`src/rtl/muldiv_pkg.sv`:
```
// Shared constants, op encodings and FSM state type for the RV32M multiply/divide unit.
package muldiv_pkg;

  localparam int ITER_DFLT = 32;

  localparam logic [2:0] F3_MUL    = 3'b000;
  localparam logic [2:0] F3_MULH   = 3'b001;
  localparam logic [2:0] F3_MULHSU = 3'b010;
  localparam logic [2:0] F3_MULHU  = 3'b011;
  localparam logic [2:0] F3_DIV    = 3'b100;
  localparam logic [2:0] F3_DIVU   = 3'b101;
  localparam logic [2:0] F3_REM    = 3'b110;
  localparam logic [2:0] F3_REMU   = 3'b111;

  localparam logic [31:0] DIV0_Q  = 32'hFFFF_FFFF;
  localparam logic [31:0] INT_MIN = 32'h8000_0000;

  typedef enum logic [1:0] {S_IDLE, S_CALC, S_FIX, S_DONE} state_e;

endpackage

```
`src/rtl/muldiv_signfix.sv`:
```
// Operand magnitude extraction (used at accept) and conditional result negation (used at FIX).
module muldiv_signfix import muldiv_pkg::*; #(
  parameter int W = 32
) (
  input  logic [2:0]     funct3_i,
  input  logic [W-1:0]   op_a_i,
  input  logic [W-1:0]   op_b_i,
  output logic [W-1:0]   mag_a_o,
  output logic [W-1:0]   mag_b_o,
  output logic           neg_res_o,
  input  logic [2*W-1:0] raw_i,
  input  logic           neg_i,
  output logic [2*W-1:0] fixed_o
);

  logic signed_a, signed_b, sa, sb;

  // MUL low word is sign-agnostic, so it runs as unsigned.
  assign signed_a = (funct3_i == F3_MULH) || (funct3_i == F3_MULHSU) ||
                    (funct3_i == F3_DIV)  || (funct3_i == F3_REM);
  assign signed_b = (funct3_i == F3_MULH) || (funct3_i == F3_DIV) || (funct3_i == F3_REM);

  assign sa = signed_a & op_a_i[W-1];
  assign sb = signed_b & op_b_i[W-1];

  assign mag_a_o   = sa ? -op_a_i : op_a_i;
  assign mag_b_o   = sb ? -op_b_i : op_b_i;
  assign neg_res_o = (funct3_i == F3_REM) ? sa : (sa ^ sb);

  assign fixed_o = neg_i ? -raw_i : raw_i;

endmodule

```
`src/rtl/muldiv_unit.sv`:
```
// Iterative RV32M multiply/divide unit: one bit per cycle over a shared shift/add-sub datapath.
// MULDIV_EARLY_OUT_EN: zero operands, divide-by-zero and signed overflow bypass CALC.
module muldiv_unit import muldiv_pkg::*; #(
  parameter int XLEN = 32,
  parameter int ITER = ITER_DFLT
) (
  input  logic            clk,
  input  logic            rst,
  input  logic            start,
  input  logic [2:0]      funct3,
  input  logic [XLEN-1:0] op_a,
  input  logic [XLEN-1:0] op_b,
  input  logic [4:0]      rd_in,
  output logic            busy,
  output logic            done,
  output logic [XLEN-1:0] result,
  output logic [4:0]      rd_out
);

  localparam int CW = $clog2(ITER);

  state_e            state_q, state_d;
  logic [CW-1:0]     cnt_q, cnt_d;
  logic [XLEN-1:0]   hi_q, hi_d, lo_q, lo_d, b_q, b_d, a_q, a_d;
  logic [2:0]        f3_q, f3_d;
  logic [4:0]        rd_q, rd_d, rdo_q, rdo_d;
  logic              neg_q, neg_d, div0_q, div0_d;
  logic [XLEN-1:0]   res_q, res_d;
`ifdef MULDIV_EARLY_OUT_EN
  logic              ovf_q, ovf_d, zero_q, zero_d, ovf_in, zero_in;
`endif

  logic [XLEN-1:0]   mag_a, mag_b, fix_res;
  logic              neg_in, div0_in, is_div_q, is_rem_q;
  logic [2*XLEN-1:0] fix_raw, fixed;
  logic [XLEN:0]     mul_sum, div_sh, div_diff;
  logic              div_ge;

  assign busy     = (state_q == S_CALC) || (state_q == S_FIX);
  assign done     = (state_q == S_DONE);
  assign result   = res_q;
  assign rd_out   = rdo_q;

  assign is_div_q = f3_q[2];
  assign is_rem_q = f3_q[1];
  assign div0_in  = funct3[2] && (op_b == '0);
`ifdef MULDIV_EARLY_OUT_EN
  assign ovf_in   = ((funct3 == F3_DIV) || (funct3 == F3_REM)) &&
                    (op_a == INT_MIN) && (op_b == '1);
  assign zero_in  = (op_a == '0) || (op_b == '0);
`endif

  assign fix_raw = !is_div_q ? {hi_q, lo_q} : {{XLEN{1'b0}}, (is_rem_q ? hi_q : lo_q)};

  muldiv_signfix #(.W(XLEN)) u_signfix (
    .funct3_i  (funct3),
    .op_a_i    (op_a),
    .op_b_i    (op_b),
    .mag_a_o   (mag_a),
    .mag_b_o   (mag_b),
    .neg_res_o (neg_in),
    .raw_i     (fix_raw),
    .neg_i     (neg_q),
    .fixed_o   (fixed)
  );

  always_comb begin
    fix_res = !is_div_q ? ((f3_q == F3_MUL) ? fixed[XLEN-1:0] : fixed[2*XLEN-1:XLEN])
                        : fixed[XLEN-1:0];
    // The iterative divider yields all-ones magnitude on zero divisor, which then gets
    // wrongly negated for signed DIV, so zero-divisor results are forced here.
    if (is_div_q && div0_q)
      fix_res = is_rem_q ? a_q : DIV0_Q;
`ifdef MULDIV_EARLY_OUT_EN
    else if (ovf_q)
      fix_res = is_rem_q ? '0 : INT_MIN;
    else if (zero_q)
      fix_res = '0;
`endif
  end

  always_comb begin
    state_d = state_q;
    cnt_d   = cnt_q;
    hi_d    = hi_q;
    lo_d    = lo_q;
    b_d     = b_q;
    a_d     = a_q;
    f3_d    = f3_q;
    rd_d    = rd_q;
    neg_d   = neg_q;
    div0_d  = div0_q;
    res_d   = res_q;
    rdo_d   = rdo_q;
`ifdef MULDIV_EARLY_OUT_EN
    ovf_d   = ovf_q;
    zero_d  = zero_q;
`endif

    mul_sum  = {1'b0, hi_q} + (lo_q[0] ? {1'b0, b_q} : '0);
    div_sh   = {hi_q, lo_q[XLEN-1]};
    div_ge   = div_sh >= {1'b0, b_q};
    div_diff = div_sh - {1'b0, b_q};

    case (state_q)
      S_IDLE, S_DONE: begin
        state_d = S_IDLE;
        if (start) begin
          state_d = S_CALC;
          cnt_d   = '0;
          hi_d    = '0;
          // Divide: lo holds dividend then quotient. Multiply: lo holds multiplier then low product.
          lo_d    = funct3[2] ? mag_a : mag_b;
          b_d     = funct3[2] ? mag_b : mag_a;
          a_d     = op_a;
          f3_d    = funct3;
          rd_d    = rd_in;
          neg_d   = neg_in;
          div0_d  = div0_in;
`ifdef MULDIV_EARLY_OUT_EN
          ovf_d   = ovf_in;
          zero_d  = zero_in;
          if (div0_in || ovf_in || zero_in) state_d = S_FIX;
`endif
        end
      end
      S_CALC: begin
        if (is_div_q) begin
          hi_d = div_ge ? div_diff[XLEN-1:0] : div_sh[XLEN-1:0];
          lo_d = {lo_q[XLEN-2:0], div_ge};
        end else begin
          hi_d = mul_sum[XLEN:1];
          lo_d = {mul_sum[0], lo_q[XLEN-1:1]};
        end
        cnt_d = cnt_q + 1'b1;
        if (cnt_q == CW'(ITER - 1)) state_d = S_FIX;
      end
      S_FIX: begin
        res_d   = fix_res;
        rdo_d   = rd_q;
        state_d = S_DONE;
      end
      default: state_d = S_IDLE;
    endcase
  end

  always_ff @(posedge clk) begin
    if (rst) begin
      state_q <= S_IDLE;
      cnt_q   <= '0;
      hi_q    <= '0;
      lo_q    <= '0;
      b_q     <= '0;
      a_q     <= '0;
      f3_q    <= '0;
      rd_q    <= '0;
      neg_q   <= 1'b0;
      div0_q  <= 1'b0;
      res_q   <= '0;
      rdo_q   <= '0;
`ifdef MULDIV_EARLY_OUT_EN
      ovf_q   <= 1'b0;
      zero_q  <= 1'b0;
`endif
    end else begin
      state_q <= state_d;
      cnt_q   <= cnt_d;
      hi_q    <= hi_d;
      lo_q    <= lo_d;
      b_q     <= b_d;
      a_q     <= a_d;
      f3_q    <= f3_d;
      rd_q    <= rd_d;
      neg_q   <= neg_d;
      div0_q  <= div0_d;
      res_q   <= res_d;
      rdo_q   <= rdo_d;
`ifdef MULDIV_EARLY_OUT_EN
      ovf_q   <= ovf_d;
      zero_q  <= zero_d;
`endif
    end
  end

endmodule
```
`config.mk`:
```
export PLATFORM = sky130hd
export DESIGN_NAME = muldiv_unit
export DESIGN_NICKNAME = d
export VERILOG_FILES = /design/src/rtl/muldiv_pkg.sv /design/src/rtl/muldiv_signfix.sv /design/src/rtl/muldiv_unit.sv
export SDC_FILE = /design/constraint.sdc
export NUM_CORES = 1
export LEC_CHECK = 0
export ABC_CLOCK_PERIOD_IN_PS = 6600
export CORE_UTILIZATION = 66
export CTS_CLUSTER_SIZE = 8
export DETAILED_ROUTE_END_ITERATION = 12
export PLACE_DENSITY = 0.88
export REMOVE_ABC_BUFFERS = 1
export SYNTH_ARGS = -nofsm -noshare
export SYNTH_HDL_FRONTEND = slang
export SYNTH_HIERARCHICAL = 1
export SYNTH_SLANG_ARGS = --single-unit
export TNS_END_PERCENT = 1
```
`constraint.sdc`:
```
create_clock -name clk -period 6.6 [get_ports clk]
set_input_delay 0.99 -clock clk [delete_from_list [all_inputs] [get_ports clk]]
set_output_delay 0.99 -clock clk [all_outputs]
set_load 0.03 [all_outputs]
```
==> results of run 1 <==
==> registers in the layout, indices dropped and copies added (netlist names), 5 cells and up <==
signal  cells
a_q        32
b_q        32
cnt_q       5
hi_q       32
lo_q       32
rd_out      5
rd_q        5
result     32
==> routing by layer <==
layer,up-vias,track usage,wire [µm]
li1,7718,-,-
met1,7689,0.5425,21310
met2,894,0.6495,22720
met3,133,0.06498,4718
met5,-,0,0
met4,0,0.2228,2673
==> power groups by stage <==
stage                     logic (mW)  registers (mW)  clock network, mW
final                           3.65            1.67               1.04
after floorplan                 2.38            1.78                  0
after global routing            3.96            1.70               1.09
after CTS                       3.56            1.66               1.04
after detailed placement        3.53            1.68                  0
after global placement          3.46            1.67                  0
==> final cells by class <==
| cell class | count | area (µm²) | area share |
|---|---|---|---|
| clock buffer | 18 | 429.2 | 0.02444 |
| clock inverter | 14 | 151.4 | 0.008623 |
| inverter | 70 | 262.8 | 0.01496 |
| multi-input combinational | 1729 | 11400 | 0.6492 |
| sequential | 182 | 3649 | 0.2078 |
| tap | 319 | 399.1 | 0.02273 |
| timing repair buffer | 132 | 1269 | 0.07226 |
==> how the worst min path moves through the flow <==
| stage | depth (start not counted) | slack (ps) | endpoint |
|---|---|---|---|
| after floorplan | 2 | 430 | rd_q[0] |
| after global placement | 2 | 440 | rd_q[4] |
| after detailed placement | 2 | 450 | a_q[11] |
| after CTS | 2 | 460 | a_q[15] |
| after global routing | 2 | 480 | a_q[8] |
| final | 2 | 460 | a_q[15] |
==> tightest hold or removal path: cells and delay by family (launching register included) <==
| family | cells | cell delay [ps] |
|---|---|---|
| DFF | 1 | 310 |
| AOI/OAI and AO/OA | 1 | 50 |
| and+or+nand+nor | 1 | 50 |
==> synth_stat cells, types with 12 or more instances <==
| cell | number |
|---|---|
| nand2b_1 | 14 |
| o31ai_1 | 28 |
| or3_1 | 32 |
| nand2_1 | 194 |
| o211ai_1 | 13 |
| nor2_1 | 202 |
| a31oi_1 | 17 |
| xnor2_1 | 123 |
| nand4_1 | 12 |
| nor4_1 | 24 |
| nor3_1 | 59 |
| a21o_1 | 24 |
| dfxtp_1 | 182 |
| or4_1 | 24 |
| o41ai_1 | 24 |
| mux2i_1 | 83 |
| mux2_2 | 31 |
| clkbuf_1 | 117 |
| a21oi_1 | 158 |
| inv_1 | 70 |
| xor2_1 | 43 |
| nor2b_1 | 102 |
| and2_1 | 35 |
| a221oi_1 | 32 |
| nand3_1 | 29 |
| or2_2 | 14 |
| o21ai_0 | 114 |
| ha_1 | 72 |
| buf_1 | 16 |
| a211oi_1 | 106 |
==> through the flow <==
stage | std cells | instance area [µm²] | hold WS [ps]
2_1_floorplan | 1981 | 15280 | 430.0
3_3_place_gp | 2432 | 16980 | 441.6
3_5_place_dp | 2432 | 16980 | 448.5
4_1_cts | 2464 | 17560 | 458.9
5_1_grt | 2464 | 17560 | 478.7
6_report | 2464 | 17560 | 457.7
==> cells by family (layout without fill, tap and decap cells) <==
logic type	after synthesis	after routing	share of synthesized area
AND/OR/NAND/NOR	768	768	0.2391
XOR/XNOR	166	166	0.09165
buffers and inverters	213	234	0.05355
multiplexers	114	114	0.07437
AO/OA/AOI/OAI	607	607	0.2523
adder cells (fa/ha/maj)	74	74	0.05931
flip-flops	182	182	0.2297
==> run_results.csv, run 1 <==
group,metric,value,unit
sta,clock.fmax,212.6,MHz
outcome,run_status,"completed",
global_routing,grt_max_degree,88,
global_routing,grt_antenna_before_repair,0,
synth,synth.lib_cells_used.distinct,75,
power,vdd_ir_drop_max,0.0005245,V
critical_path,arrival,5000,ps
critical_path,launch_point_of_the_worst_path,"f3_q[2]",
critical_path,r2r_cells,9,
power,netSwitchingPower,3.103,mW
cts,clk_pin_slew_worst_paths,70,ps
power,swShare,0.4880,
synth,mapped_area,0.01586,mm²
sta,fin_skew,24.09,ps
synth,yosys_register_bits,182,
critical_path,regToRegSetupSlack,1900,ps
cts,clock_insertion_delay_worst_skew,450,ps
power,clock_power_share,0.164,
global_routing,gr-total-overflow,0,
critical_path,path_delay_family,"simple AND/OR/NAND/NOR gates",
power,power_report.internal_total,3.255,mW
finish,diode_insertion_count_for_antenna_repair,0,
critical_path,timing.rr.start,"f3_q[2]",
die,core,0.02354,mm²
sta,timing.final.ws_setup,1896,ps
cts,cts.hold.buffers_added,0,
critical_path,critPathMaxFanout,31,
synth,synthDominantCellAreaShare,0.2297,
route,initialDrtViolationCount,1846,
cts,ctsResizeCount,0,
critical_path,critPathRequiredTime,6900,ps
critical_path,critPathBufInv,0,
placement,post-dp-hpwl,38220,µm
cts,tritoncts.num_buffers,17,
placement,place_worst_setup_slack,2020,ps
cts,cts.sinks,182,
route,remaining_drc_errors,0,
die,chipWidth,157.0,µm
power,cellPowerDensity,362.1,mW/mm²
sta,post-route-min-period,4704,ps
route,vias,16430,
cts,postCtsSetupRepairBufs,0,
finish,fillerInstances,1959,
finish,mostFrequentLayoutCell,"nor2_1",
synth,ys_top_cells_by_area,"dfxtp_1, xnor2_1, ha_1, mux2i_1, a211oi_1",
route,wl_per_cell,20.87,µm
global_routing,groute.usage.overall,0.4131,
sta,finalCritPeriodShare,0.7128,
finish,finish.net_count,2281,
route,wl,51420,µm
die,initial_utilization,0.6738,
route,drt_pre_antenna_iters,6,
critical_path,crit_chain,"nand2_1, mux2_2, or4_1, nor3_2, nand4_1, o41ai_1, xnor2_1, a221oi_1, nor3_1",
die,io_pins,114,
power,power.leakage,6.827,nW
synth,yosys_warnings,6,
placement,portBuffers,113,
critical_path,setup.worst_path.class,"reg -> reg",
power,power.sequential.fraction,0.262,
route,via_per_inst,6.670,
cts,cell_at_the_root_of_the_clock_tree,"clkbuf_16",
cts,tritoncts,"built",
finish,layout_area_overhead,10.68,%
cts,cts_max_level,4,
synth,number_of_synthesized_flops_with_an_enable_pin,0,
die,fp-row-count,56,
critical_path,worstReg2RegEnd,"result[27]",
critical_path,slowest_delay,830,ps
synth,synth_sequential_area_ratio,0.2297,
finish,layout-drive-gt1-share,0.05734,
sta,rsz0062_at_grt,"false",
critical_path,timing.critical_path.to,"result[27]",
run,maxCapViolations,0,
power,gate_power_share,0.574,
hold_path,hold_path.startpoint,"a_q[15]",
sta,max_slew_margin,0.1230,
sta,max_slew.worst_pin.slew,1313,ps
synth,yosys_most_used_dff,"dfxtp_1",
critical_path,worstSetupStartpointType,"flop",
finish,most_frequent_cells_in_the_layout,"nor2_1, nand2_1, dfxtp_1",
global_routing,grt_pass1_vias,15050,
synth,async_reset_ff_frac,0,
sta,number_of_pins_exceeding_their_max_slew_limit_in_the_final_report,0,
hold_path,hold_wc_path_type,"reg -> reg",
die,fp.dieArea,0.02466,mm²
power,report.power.total,6.358,mW
global_routing,grt_pass1_wl,79380,µm
route,final_antenna_net_count,0,
die,fp.dieH,157.0,µm
critical_path,critical-path-slowest-cell,"nand2_1",
synth,syn_inst,2124,
placement,gp_congestion,1.031,
critical_path,number_of_cells_on_the_critical_path,9,
sta,setup_viol,0,
finish,fin_util,0.7458,
cts,max-clock-path-buffers,2,
sta,setup_tns,0,ps
sta,final_hold_viol_count,0,
synth,synth_largest_area_cell,"dfxtp_1",
synth,syn_area_per_cell,7.469,µm²
critical_path,setup.worst_path.end_class,"flop",
Power figures use the tool's default switching activity.
==> run 2: changes to the inputs <==
--- a/config.mk
+++ b/config.mk
@@ -5,11 +5,11 @@
 export SDC_FILE = /design/constraint.sdc
 export NUM_CORES = 1
 export LEC_CHECK = 0
-export ABC_CLOCK_PERIOD_IN_PS = 6600
-export CORE_UTILIZATION = 66
+export ABC_CLOCK_PERIOD_IN_PS = 4380
+export CORE_UTILIZATION = 61
 export CTS_CLUSTER_SIZE = 8
 export DETAILED_ROUTE_END_ITERATION = 12
-export PLACE_DENSITY = 0.88
+export PLACE_DENSITY = 0.82
 export REMOVE_ABC_BUFFERS = 1
 export SYNTH_ARGS = -nofsm -noshare
 export SYNTH_HDL_FRONTEND = slang
==> constraint.sdc (replaced) <==
create_clock -name clk -period 4.38 [get_ports clk]
set_input_delay 0.657 -clock clk [delete_from_list [all_inputs] [get_ports clk]]
set_output_delay 0.657 -clock clk [all_outputs]
set_load 0.03 [all_outputs]
==> run 2 against run 1 <==
Against the previous run:
- critical path type unchanged
- flip-flop and latch count stayed put
- largest cell class unchanged
- sequential power is 50% higher
- die area increased by 8.1%
- via count grew 1.2%
- design area increased by 1.9%
- non-clock buffer count rose by 35
- combinational power rose by 54%
- worst hold slack improved by 1.1 ps
- critical path depth increased by 1
==> run_results.csv, run 2 (same netlist as run 1, synthesis figures left out) <==
group,metric,value,unit
power,vdd_ir_drop_max,0.0009373,V
route,remaining_drc_errors,0,
die,fp-row-count,58,
placement,post-dp-hpwl,40090,µm
finish,stdcell_area,0.01789,mm²
power,power.leakage,7.027,nW
finish,diode_insertion_count_for_antenna_repair,0,
finish,finish.net_count,2316,
global_routing,grt_antenna_before_repair,0,
sta,number_of_pins_exceeding_their_max_slew_limit_in_the_final_report,0,
cts,max-clock-path-buffers,2,
die,initial_utilization,0.6264,
critical_path,crit_chain,"nand2_1, buf_4, mux2_2, or4_1, nor2_1, nand4_1, o41ai_1, xnor2_1, a221oi_1, nor3_1",
critical_path,critical-path-slowest-cell,"nand4_1",
route,wl,53300,µm
sta,final_hold_viol_count,0,
critical_path,setup.worst_path.class,"reg -> reg",
die,core,0.02533,mm²
route,final_antenna_net_count,0,
route,via_per_inst,6.626,
cts,tritoncts,"built",
critical_path,timing.critical_path.to,"result[17]",
sta,setup_viol,0,
cts,cts.hold.buffers_added,0,
die,io_pins,114,
placement,placed_area,0.01727,mm²
route,drt_pre_antenna_iters,6,
die,fp.dieH,163.3,µm
critical_path,timing.rr.start,"f3_q[2]",
cts,ctsResizeCount,0,
sta,rsz0062_at_grt,"false",
critical_path,regToRegSetupSlack,210,ps
cts,clock_insertion_delay_worst_skew,450,ps
sta,max_slew_margin,0.2188,
finish,layout-drive-gt1-share,0.07339,
die,chipWidth,163.3,µm
finish,most_frequent_cells_in_the_layout,"nor2_1, nand2_1, dfxtp_1",
placement,portBuffers,113,
cts,cts.sinks,182,
cts,cts_max_level,4,
route,vias,16630,
power,cellPowerDensity,548.2,mW/mm²
finish,mostFrequentLayoutCell,"nor2_1",
critical_path,arrival,4470,ps
sta,max_slew.worst_pin.slew,1172,ps
outcome,run_status,"completed",
run,maxCapViolations,0,
critical_path,slowest_delay,680,ps
sta,setup_tns,0,ps
route,wl_per_cell,21.24,µm
global_routing,groute.usage.overall,0.3958,
finish,layout_area_overhead,12.79,%
global_routing,grt_max_degree,91,
sta,finalCritPeriodShare,0.9517,
finish,fillerInstances,2167,
global_routing,grt_pass1_vias,15190,
cts,clk_pin_slew_worst_paths,80,ps
sta,clock.fmax,239.9,MHz
cts,tritoncts.num_buffers,17,
critical_path,launch_point_of_the_worst_path,"f3_q[2]",
critical_path,r2r_cells,10,
critical_path,worstReg2RegEnd,"result[17]",
finish,combined_area_of_the_multi_input_logic_cells,0.01140,mm²
critical_path,setup.worst_path.end_class,"flop",
critical_path,critPathRequiredTime,4690,ps
die,fp.dieArea,0.02666,mm²
hold_path,hold_wc_path_type,"reg -> reg",
cts,cell_at_the_root_of_the_clock_tree,"clkbuf_16",
critical_path,worstSetupStartpointType,"flop",
hold_path,worst_hold_path_cells,2,
cts,postCtsSetupRepairBufs,0,
sta,fin_skew,21.21,ps
finish,layout.area.seq,0.003649,mm²
sta,post-route-min-period,4168,ps
global_routing,gr-total-overflow,0,
placement,gp_congestion,1.074,
route,initialDrtViolationCount,1831,
global_routing,grt_pass1_wl,82480,µm
critical_path,critPathMaxFanout,22,
[run 2: area by class of cell]
| class | instances | share of cell area |
|---|---|---|
| inverters | 70 | 0.01468 |
| clock inverters | 15 | 0.01112 |
| flip-flops and latches | 182 | 0.2039 |
| multi-input cells | 1729 | 0.6372 |
| clock buffers | 17 | 0.02377 |
| well taps | 330 | 0.02308 |
| repair buffers | 167 | 0.08629 |
[run 2: critical path, delay by kind of cell (launching register included)]
family / cells / cell delay [ps]
xor gates and xnor gates: 1 / 140
DFF: 1 / 350
and+or+nand+nor: 5 / 1890
buffers and inverters: 1 / 290
muxes: 1 / 410
AOI/OAI and AO/OA: 2 / 950
[run 2: metrics by stage]
step / utilization / cells / setup slack [ps] / power, mW / hold WS (ps)
final: 0.7065 / 2510 / 211.5 / 9.808 / 458.8
after global routing: 0.7065 / 2510 / 24.14 / 10.40 / 469.2
after CTS: 0.7065 / 2510 / 427.7 / 9.682 / 459.6
after detailed placement: 0.6819 / 2478 / 425.6 / 7.987 / 447.1
after global placement: 0.6819 / 2478 / 477.1 / 7.864 / 441.6
after floorplan: - / 1981 / -2386 / 6.264 / 430.0
[run 2: how the worst min path moves through the flow]
stage	start	end	slack, ps
4_1_cts	a_q[3]	a_q[3]	460
3_3_place_gp	rd_q[1]	rd_q[1]	440
2_1_floorplan	rd_q[0]	rd_q[0]	430
6_report	a_q[21]	a_q[21]	460
3_5_place_dp	a_q[3]	a_q[3]	450
5_1_grt	a_q[15]	a_q[15]	470
[run 2: power by group]
| part | total, mW | switching [mW] | internal (mW) |
|---|---|---|---|
| clock network | 1.67 | 0.839 | 0.832 |
| logic | 5.63 | 3.51 | 2.11 |
| registers | 2.51 | 0.413 | 2.10 |
| total | 9.81 | 4.76 | 5.04 |
[run 2: metal layers]
layer	GRT usage	routed length, µm	up-vias
li1	-	-	7771
met4	0.2035	2888	0
met2	0.6194	23220	908
met5	0	0	-
met3	0.05688	5111	162
met1	0.5269	22080	7791
==> run 3: changes to the inputs <==
--- a/config.mk
+++ b/config.mk
@@ -5,7 +5,6 @@
 export SDC_FILE = /design/constraint.sdc
 export NUM_CORES = 1
 export LEC_CHECK = 0
-export ABC_CLOCK_PERIOD_IN_PS = 4380
 export CORE_UTILIZATION = 61
 export CTS_CLUSTER_SIZE = 8
 export DETAILED_ROUTE_END_ITERATION = 12
==> results of run 3 <==
No change in the layout: final DEF, timing and power equal those of run 2.
